<file path="src/rtl/imm_pkg.sv">
`default_nettype none
// ============================================================================
//  Module      : imm_pkg
//  Description : Immediate-format select codes shared by the control unit,
//                the immediate generator and the ImmGen arbiter.
//  Revision    : 1.0 - initial release
// ============================================================================
package imm_pkg;

   // ImmSel encodings; every other 3-bit value is illegal
   localparam logic [2:0] IMM_TYPE_I = 3'd1;
   localparam logic [2:0] IMM_TYPE_B = 3'd2;
   localparam logic [2:0] IMM_TYPE_J = 3'd3;
   localparam logic [2:0] IMM_TYPE_S = 3'd4;
   localparam logic [2:0] IMM_TYPE_U = 3'd5;

   // Two-port request vector, bit i = port i
   typedef logic [1:0] port_vec_t;

   // True when sel names one of the five supported immediate formats
   function automatic logic imm_sel_legal(input logic [2:0] sel);
      return (sel >= IMM_TYPE_I) && (sel <= IMM_TYPE_U);
   endfunction

endpackage : imm_pkg
`default_nettype wire

</file>
<file path="src/rtl/imm_share_arb_imm_gen.sv">
`default_nettype none
// ============================================================================
//  Module      : imm_gen
//  Description : RV32 immediate generator. Decodes I/B/J/S/U immediates from
//                an instruction word; illegal selects yield zero plus err.
//  Revision    : 1.0 - initial release
// ============================================================================
module imm_gen
   import imm_pkg::*;
(
   input  logic [31:0] inst,
   input  logic [2:0]  sel,
   output logic [31:0] imm,
   output logic        err
);

   // Opcode bits carry no immediate information
   logic unused_opcode;
   assign unused_opcode = ^inst[6:0];

   // Format-specific bit gathering with sign extension from inst[31]
   always_comb begin
      imm = 32'h0;
      err = !imm_sel_legal(sel);
      case (sel)
         IMM_TYPE_I: imm = {{20{inst[31]}}, inst[31:20]};
         IMM_TYPE_S: imm = {{20{inst[31]}}, inst[31:25], inst[11:7]};
         IMM_TYPE_B: imm = {{19{inst[31]}}, inst[31], inst[7], inst[30:25],
                            inst[11:8], 1'b0};
         IMM_TYPE_J: imm = {{11{inst[31]}}, inst[31], inst[19:12], inst[20],
                            inst[30:21], 1'b0};
         IMM_TYPE_U: imm = {inst[31:12], 12'h000};
         default:    imm = 32'h0;
      endcase
   end

endmodule : imm_gen
`default_nettype wire

</file>
<file path="src/rtl/imm_share_arb.sv">
`default_nettype none
// ============================================================================
//  Module      : imm_share_arb
//  Description : Shares one ImmGen between ID decode (port 0) and IF branch
//                pre-decode (port 1). Per-cycle arbitration, single-entry
//                registered response buffer returning winner id and tag.
//  Revision    : 1.0 - initial release
// ============================================================================
module imm_share_arb
   import imm_pkg::*;
#(
   parameter int RR    = 1,
   parameter int TAG_W = 5
)
(
   input  logic             clk,
   input  logic             rst_n,
   input  logic [1:0]       req_valid,
   output logic [1:0]       req_ready,
   input  logic [31:0]      req_inst0,
   input  logic [31:0]      req_inst1,
   input  logic [2:0]       req_sel0,
   input  logic [2:0]       req_sel1,
   input  logic [TAG_W-1:0] req_tag0,
   input  logic [TAG_W-1:0] req_tag1,
   output logic             rsp_valid,
   input  logic             rsp_ready,
   output logic             rsp_id,
   output logic [TAG_W-1:0] rsp_tag,
   output logic [31:0]      rsp_imm,
   output logic             rsp_err
);

   logic             can_accept;
   logic             both_valid;
   logic             contend_win;
   port_vec_t        grant;
   logic             win;
   logic             rr_ptr;
   logic [31:0]      mux_inst;
   logic [2:0]       mux_sel;
   logic [TAG_W-1:0] mux_tag;
   logic [31:0]      gen_imm;
   logic             gen_err;

   // Buffer can take a new result when empty or draining this cycle
   assign can_accept = !rsp_valid || rsp_ready;
   assign both_valid = req_valid[0] && req_valid[1];

   // Winner under contention depends on the arbitration policy
   if (RR != 0) begin : g_rr
      assign contend_win = rr_ptr;
   end else begin : g_fixed
      logic unused_rr_ptr;
      assign unused_rr_ptr = rr_ptr;
      assign contend_win   = 1'b0;
   end

   // One-hot or zero grant; suppressed during reset and when buffer is full
   always_comb begin
      grant = 2'b00;
      if (rst_n && can_accept) begin
         if (both_valid)
            grant = contend_win ? 2'b10 : 2'b01;
         else
            grant = req_valid;
      end
   end

   assign req_ready = grant;
   assign win       = grant[1];

   assign mux_inst = win ? req_inst1 : req_inst0;
   assign mux_sel  = win ? req_sel1  : req_sel0;
   assign mux_tag  = win ? req_tag1  : req_tag0;

   imm_gen u_imm_gen (
      .inst (mux_inst),
      .sel  (mux_sel),
      .imm  (gen_imm),
      .err  (gen_err)
   );

   // Round-robin pointer moves to the loser only after a contended grant
   always_ff @(posedge clk) begin
      if (!rst_n)
         rr_ptr <= 1'b0;
      else if ((grant != 2'b00) && both_valid)
         rr_ptr <= ~win;
   end

   // Response buffer: load on grant, clear on drain, hold under back-pressure
   always_ff @(posedge clk) begin
      if (!rst_n) begin
         rsp_valid <= 1'b0;
         rsp_id    <= 1'b0;
         rsp_tag   <= '0;
         rsp_imm   <= 32'h0;
         rsp_err   <= 1'b0;
      end else if (grant != 2'b00) begin
         rsp_valid <= 1'b1;
         rsp_id    <= win;
         rsp_tag   <= mux_tag;
         rsp_imm   <= gen_imm;
         rsp_err   <= gen_err;
      end else if (rsp_ready) begin
         rsp_valid <= 1'b0;
      end
   end

endmodule : imm_share_arb
`default_nettype wire
</file>
<file path="config.mk">
export PLATFORM = sky130hd
export DESIGN_NAME = imm_share_arb
export DESIGN_NICKNAME = d
export VERILOG_FILES = /design/src/rtl/imm_pkg.sv /design/src/rtl/imm_share_arb_imm_gen.sv /design/src/rtl/imm_share_arb.sv
export SDC_FILE = /design/constraint.sdc
export NUM_CORES = 1
export LEC_CHECK = 0
export CORE_AREA = 2 2 65 79
export DETAILED_ROUTE_END_ITERATION = 8
export DIE_AREA = 0 0 67 81
export DONT_BUFFER_PORTS = 1
export GPL_TIMING_DRIVEN = 0
export HOLD_SLACK_MARGIN = 0.15
export PLACE_DENSITY = 0.65
export REMOVE_ABC_BUFFERS = 1
export SLEW_MARGIN = 20
export SYNTH_ARGS = -nofsm -noshare
export SYNTH_HDL_FRONTEND = slang
export SYNTH_SLANG_ARGS = --single-unit
</file>
<file path="constraint.sdc">
create_clock -name clk -period 3.1 [get_ports clk]
set_clock_uncertainty 0.1 [all_clocks]
set_input_delay 0.31 -clock clk [delete_from_list [all_inputs] [get_ports clk]]
set_output_delay 0.31 -clock clk [all_outputs]
set_load 0.01 [all_outputs]
</file>
==> results of run 1 <==
==> per-stage QoR <==
stage | hold WS (ns) | cell area, sq um | worst slack (ns) | std cells | util [%]
floorplan | 0.346 | 2160 | 1.03 | 253 | -
global placement | 0.357 | 2240 | 0.442 | 313 | 47.0
detailed placement | 0.355 | 2240 | 0.442 | 313 | 47.1
CTS | 0.150 | 2740 | 0.328 | 360 | 57.4
global route | 0.154 | 2750 | 0.161 | 361 | 57.6
finish | 0.149 | 2750 | 0.316 | 361 | 57.6
==> power groups by stage <==
stage	clock network [W]	logic [W]	registers, W
final	0.000391	0.000252	0.000624
after global routing	0.000416	0.000278	0.000631
after global placement	0	0.000195	0.000635
after CTS	0.000398	0.000248	0.000624
after floorplan	0	0.000163	0.000627
after detailed placement	0	0.000200	0.000636
==> worst paths after layout <==
path	startpoint	slack (ns)	to	cells after the start
max	rsp_valid$_SDFFE_PN0P_	0.32	rsp_tag[4]$_SDFFE_PN0P_	6
max reg2reg	rsp_valid$_SDFFE_PN0P_	0.32	rsp_tag[4]$_SDFFE_PN0P_	6
min	req_inst0[20]	0.15	rsp_imm[20]$_SDFFE_PN0P_	2
min reg2reg	rsp_imm[7]$_SDFFE_PN0P_	0.39	rsp_imm[7]$_SDFFE_PN0P_	2
==> routing by layer <==
layer	wire, um	vias to the layer above	global-route usage [%]	part of all wire (%)
met5	0	-	0	0
met4	61	0	6.33	0.93
met3	562	8	7.89	8.5
met2	3270	84	43.4	50
met1	2700	1028	27.5	41
li1	-	1060	-	-
==> synthesized netlist by cell type, drive strengths merged <==
cell type / count / area [sq um]
dfxtp: 41 / 821
nand2: 41 / 154
a21oi: 31 / 155
nand3: 20 / 100
nor2: 19 / 73.8
o31ai: 12 / 90.1
o21ai: 11 / 62.6
buf: 10 / 57.6
clkbuf: 10 / 37.5
a22oi: 9 / 67.6
mux2i: 9 / 90.1
a211oi: 8 / 100
a311oi: 6 / 52.6
nor3: 5 / 25.0
inv: 4 / 15.0
o221a: 4 / 45.0
a21o: 3 / 22.5
mux2: 3 / 33.8
nor2b: 3 / 18.8
nor4bb: 3 / 30.0
xnor2: 3 / 33.8
a2bb2oi: 2 / 17.5
a31oi: 2 / 12.5
nand2b: 2 / 20.0
nor3b: 2 / 26.3
xor2: 2 / 17.5
a221o: 1 / 10.0
and2: 1 / 6.26
and3: 1 / 6.26
and3b: 1 / 8.76
nand4: 1 / 21.3
o211a: 1 / 10.0
o211ai: 1 / 7.51
o311ai: 1 / 8.76
==> sequential cells by signal (all words and copies together), names as in the netlist <==
| register | cells |
|---|---|
| rsp_id | 1 |
| rsp_imm | 32 |
| rsp_tag | 5 |
| rsp_err | 1 |
| rsp_valid | 1 |
| contend_win | 1 |
==> cells by family after synthesis <==
family                 Yosys count
XOR/XNOR                         5
AO/OA/AOI/OAI                   92
flip-flops                      41
AND/OR/NAND/NOR                 99
buffers and inverters           24
multiplexers                    12
==> layout make-up <==
class	count	area share [%]
multi-input cells	208	48.5
flip-flops and latches	41	29.9
repair buffers	40	14.6
clock buffers	7	3.51
well taps	60	2.73
inverters	4	0.547
clock inverters	1	0.182
==> timing repair <==
item | in CTS | in global routing
resized for setup | 0 | 0
endpoints found under the hold margin | 33 | 1
hold buffers | 39 | 1
setup endpoints to repair | 0 | 0
==> results.py, run 1 <==
metrics = {
    "outcome": {
        "status": "finished clean",
    },
    "drt": {
        "wl_mm": 6.59,
        "drtIter0Drc": 117,
        "routedWlPerCell_um": 18.3,
        "antenna_left": 0,
        "firstDrtPassIters": 4,
        "vias": 2180,
        "post-route-drc-count": 0,
        "vias_per_cell": 6.04,
    },
    "setup_path": {
        "crit_buf_inv": 1,
        "worstPathCellList": "nand2b_4, o211a_1, nand2_1, nand2_1, a311oi_1, dlygate4sd3_1",
        "worst_setup_path_start_kind": "flip-flop",
        "crit_fanout": 29,
        "crit_type": "flip-flop to flip-flop",
        "critPathRequiredTime_ns": 3.18,
        "slowest_stage": "o211a_1",
        "end_kind": "flip-flop",
        "slowest_delay_ns": 0.80,
        "arrival_ns": 2.86,
        "crit_top_cell": "nand2_1",
        "worst_path_dominant_cell_family": "compound AO/OA/AOI/OAI gates",
    },
    "clocking": {
        "clock_latency_ns": 0.29,
        "post-cts-setup-buffers": 0,
        "h-tree-depth": 2,
        "numCtsBuffers": 5,
        "clockBufferDepth": 2,
        "cts_tree": "yes",
        "clock_sinks": 41,
        "cts-root-buf": "clkbuf_8",
        "path_clk_slew_ns": 0.08,
    },
    "power_and_ir_drop": {
        "net-switching-power_w": 0.000375,
        "power.total_w": 0.00127,
        "intPower_w": 0.000892,
        "p_clk_share_pct": 30.9,
        "p_sw_share_pct": 29.6,
        "power_frac_seq_pct": 49.2,
        "comb_power_share_pct": 19.9,
        "p_leak_nw": 1.02,
        "power_density_nw_per_um2": 461,
        "vdd_drop_max_v": 0.000246,
    },
    "synthesis": {
        "ys_ff_latch": 41,
        "synth_cell_types": 44,
        "yosys.area_share.simple_pct": 21.7,
        "synthXorXnorAreaFrac_pct": 2.27,
        "synth_fa_ha_area_share_pct": 0,
        "synth_top_family_by_area": "compound AO/OA/AOI/OAI gates",
        "syn_avg_cell_area_sq_um": 8.27,
        "synth_seq_area_share_pct": 36.3,
        "synth_area_sq_um": 2260,
        "muxShareOfSynthArea_pct": 5.48,
        "yosysWarnings": 0,
        "synth_compound_area_share_pct": 29.3,
        "syn_inst": 273,
    },
    "min_path": {
        "hold_path.class": "input pin to flip-flop",
    },
    "placement": {
        "routabilityCongestion": 0.867,
        "dpl.hpwl_mm": 4.22,
        "portBuffers": 0,
    },
    "final_layout": {
        "nets": 385,
        "drive_gt1_share_pct": 11.0,
        "antenna_cells": 0,
        "nFillCells": 458,
        "multi_input_area_sq_um": 1330,
        "syn_to_final_growth_pct": 21.6,
        "layout_common_cells": "nand2_1, dfxtp_1, dlygate4sd3_1",
        "regArea_sq_um": 821,
    },
    "timing": {
        "period_needed_ns": 2.78,
        "fin_setup_tns_ns": 0,
        "worst_pin_slew_ns": 0.952,
        "fmax_mhz": 359,
        "relSlewSlack_pct": 36.6,
        "hold_violations": 0,
        "rsz0062_at_grt": "no",
        "setup_viol_count_final": 0,
        "min_period_over_period_pct": 89.8,
        "maxSlewViolCount": 0,
    },
    "floorplan": {
        "die-area_sq_um": 5430,
        "initial_utilization_pct": 47.4,
        "core_area_sq_um": 4760,
        "die_height_um": 81,
        "ios": 127,
        "die_w_um": 67,
        "rows": 28,
    },
    "grt": {
        "grt_pass1_wl_mm": 10.1,
        "overflow": 0,
        "grt_max_degree": 37,
        "antenna_found_initial": 0,
        "grt_pass1_vias": 2045,
        "track_usage_pct": 24.3,
    },
    "flow_run": {
        "drv_cap": 0,
    },
}
(Power assumes the default switching activity.)
==> inputs of run 2 (changes only) <==
--- a/config.mk
+++ b/config.mk
@@ -5,13 +5,14 @@
 export SDC_FILE = /design/constraint.sdc
 export NUM_CORES = 1
 export LEC_CHECK = 0
-export CORE_AREA = 2 2 65 79
+export CORE_AREA = 5 5 68 82
 export DETAILED_ROUTE_END_ITERATION = 8
-export DIE_AREA = 0 0 67 81
+export DIE_AREA = 0 0 73 87
 export DONT_BUFFER_PORTS = 1
 export GPL_TIMING_DRIVEN = 0
 export HOLD_SLACK_MARGIN = 0.15
-export PLACE_DENSITY = 0.65
+export MAX_ROUTING_LAYER = met4
+export PLACE_DENSITY = 0.64
 export REMOVE_ABC_BUFFERS = 1
 export SLEW_MARGIN = 20
 export SYNTH_ARGS = -nofsm -noshare
==> run 2 against run 1 <==
Against the previous run: global-route usage shrank 1.7 points; worst setup slack lost 0.092 ns; non-clock buffer count shrank 3; sequential power is essentially flat; maximum frequency shrank 3.2%; clock power shrank 8.4%; largest power group unchanged.
==> results.py, run 2 (same netlist as run 1, synthesis figures left out) <==
metrics = {
    "final_layout": {
        "syn_to_final_growth_pct": 19.7,
        "largest_reg_flops": 32,
        "drive_gt1_share_pct": 11.1,
        "top_regs": "rsp_imm (32), rsp_tag (5)",
        "top_register": "rsp_imm",
        "layout_common_cells": "nand2_1, dfxtp_1, dlygate4sd3_1",
        "nets": 382,
        "postLayoutCoreUtil_pct": 56.7,
        "antenna_cells": 0,
    },
    "placement": {
        "dpl.hpwl_mm": 4.54,
        "routabilityCongestion": 0.773,
        "portBuffers": 0,
    },
    "power_and_ir_drop": {
        "power_density_nw_per_um2": 456,
        "p_sw_share_pct": 29.9,
        "p_clk_share_pct": 29.0,
        "comb_power_share_pct": 20.3,
        "net-switching-power_w": 0.000368,
        "vdd_drop_max_v": 0.000324,
        "power_frac_seq_pct": 50.7,
        "p_leak_nw": 0.994,
        "intPower_w": 0.000864,
    },
    "drt": {
        "wl_mm": 6.84,
        "vias": 2166,
        "vias_per_cell": 6.07,
        "firstDrtPassIters": 4,
        "drtIter0Drc": 137,
        "routedWlPerCell_um": 19.2,
        "post-route-drc-count": 0,
        "antenna_left": 0,
    },
    "floorplan": {
        "ios": 127,
        "die-area_sq_um": 6350,
        "rows": 28,
        "die_height_um": 87,
        "core_area_sq_um": 4760,
        "die_w_um": 73,
        "initial_utilization_pct": 47.4,
    },
    "setup_path": {
        "end_kind": "flip-flop",
        "slowest_stage": "inv_2",
        "worst_setup_path_start_kind": "input pin",
        "arrival_ns": 2.96,
        "crit_fanout": 36,
        "crit_type": "input pin to flip-flop",
        "worstPathCellList": "dlygate4sd3_1, nand2b_4, nand4_4, inv_2, mux2i_1, dlygate4sd3_1, o21ai_1",
        "crit_top_cell": "dlygate4sd3_1",
        "critPathRequiredTime_ns": 3.18,
        "slowest_delay_ns": 0.62,
    },
    "timing": {
        "worst_pin_slew_ns": 0.807,
        "holdWs_ns": 0.155,
        "relSlewSlack_pct": 46.0,
        "maxSlewViolCount": 0,
        "period_needed_ns": 2.88,
        "min_period_over_period_pct": 92.8,
        "fmax_mhz": 348,
        "rsz0062_at_grt": "no",
        "setup_viol_count_final": 0,
        "hold_violations": 0,
        "fin_setup_tns_ns": 0,
    },
    "clocking": {
        "cts-root-buf": "clkbuf_8",
        "cts_tree": "yes",
        "clockBufferDepth": 2,
        "h-tree-depth": 2,
        "path_clk_slew_ns": 0.08,
        "numCtsBuffers": 5,
        "post-cts-setup-buffers": 0,
        "clock_sinks": 41,
        "clock_latency_ns": 0.29,
    },
    "grt": {
        "overflow": 0,
        "track_usage_pct": 22.6,
        "antenna_found_initial": 0,
        "grt_max_degree": 37,
        "grt_pass1_wl_mm": 11.0,
        "grt_pass1_vias": 2257,
    },
    "outcome": {
        "status": "finished clean",
    },
    "min_path": {
        "hold_path.class": "input pin to flip-flop",
    },
    "flow_run": {
        "drv_cap": 0,
    },
}
-- run 2: cell type report --
cell class	instances	area, sq um
well taps	60	75.1
multi-input cells	208	1330
inverters	4	15.0
clock buffers	6	82.6
fillers	474	2060
repair buffers	37	370
clock inverters	1	7.51
flip-flops and latches	41	821
-- run 2: per-layer routing --
| metal | part of all wire (%) | global-route usage (%) | vias to the layer above |
|---|---|---|---|
| met5 | 0 | - | - |
| li1 | - | - | 1049 |
| met3 | 7.9 | 5.43 | 5 |
| met4 | 0.89 | 5.70 | 0 |
| met1 | 41 | 26.5 | 1031 |
| met2 | 50 | 38.5 | 81 |
-- run 2: worst paths after layout --
check | from | endpoint | slack (ns) | cells after the start
setup / recovery | rsp_ready | rsp_imm[8]$_SDFFE_PN0P_ | 0.22 | 7
hold / removal | req_inst0[31] | rsp_imm[31]$_SDFFE_PN0P_ | 0.15 | 2
setup reg to reg | contend_win$_SDFFE_PN0P_ | rsp_imm[8]$_SDFFE_PN0P_ | 0.40 | 6
hold reg to reg | rsp_imm[6]$_SDFFE_PN0P_ | rsp_imm[6]$_SDFFE_PN0P_ | 0.39 | 2
-- run 2: critical path: cells and delay by family --
| kind | cells | cell delay (ns) |
|---|---|---|
| buf+inv | 3 | 1.73 |
| simple gates | 2 | 0.59 |
| mux | 1 | 0.25 |
| compound gates | 1 | 0.06 |
-- run 2: per-stage QoR --
step                power (W)  setup slack, ns  cells  cell area, sq um
floorplan            0.000790             1.03    253              2160
CTS                   0.00125           0.0867    357              2700
detailed placement   0.000840            0.377    313              2240
global route          0.00130           0.0674    357              2700
finish                0.00123            0.224    357              2700
global placement     0.000835            0.369    313              2240
-- run 2: power by group through the flow --
| stage | Clock [W] | Combinational, W | Sequential, W |
|---|---|---|---|
| after floorplan | 0 | 0.000163 | 0.000627 |
| after global routing | 0.000392 | 0.000276 | 0.000631 |
| after detailed placement | 0 | 0.000202 | 0.000638 |
| after global placement | 0 | 0.000197 | 0.000637 |
| after CTS | 0.000375 | 0.000249 | 0.000626 |
| final | 0.000358 | 0.000250 | 0.000625 |
-- run 2: repair_timing --
action | CTS | global route
setup endpoints to repair | 0 | 11
endpoints found under the hold margin | 31 | 0
hold buffers | 37 | 0
gates resized for setup | 0 | 1
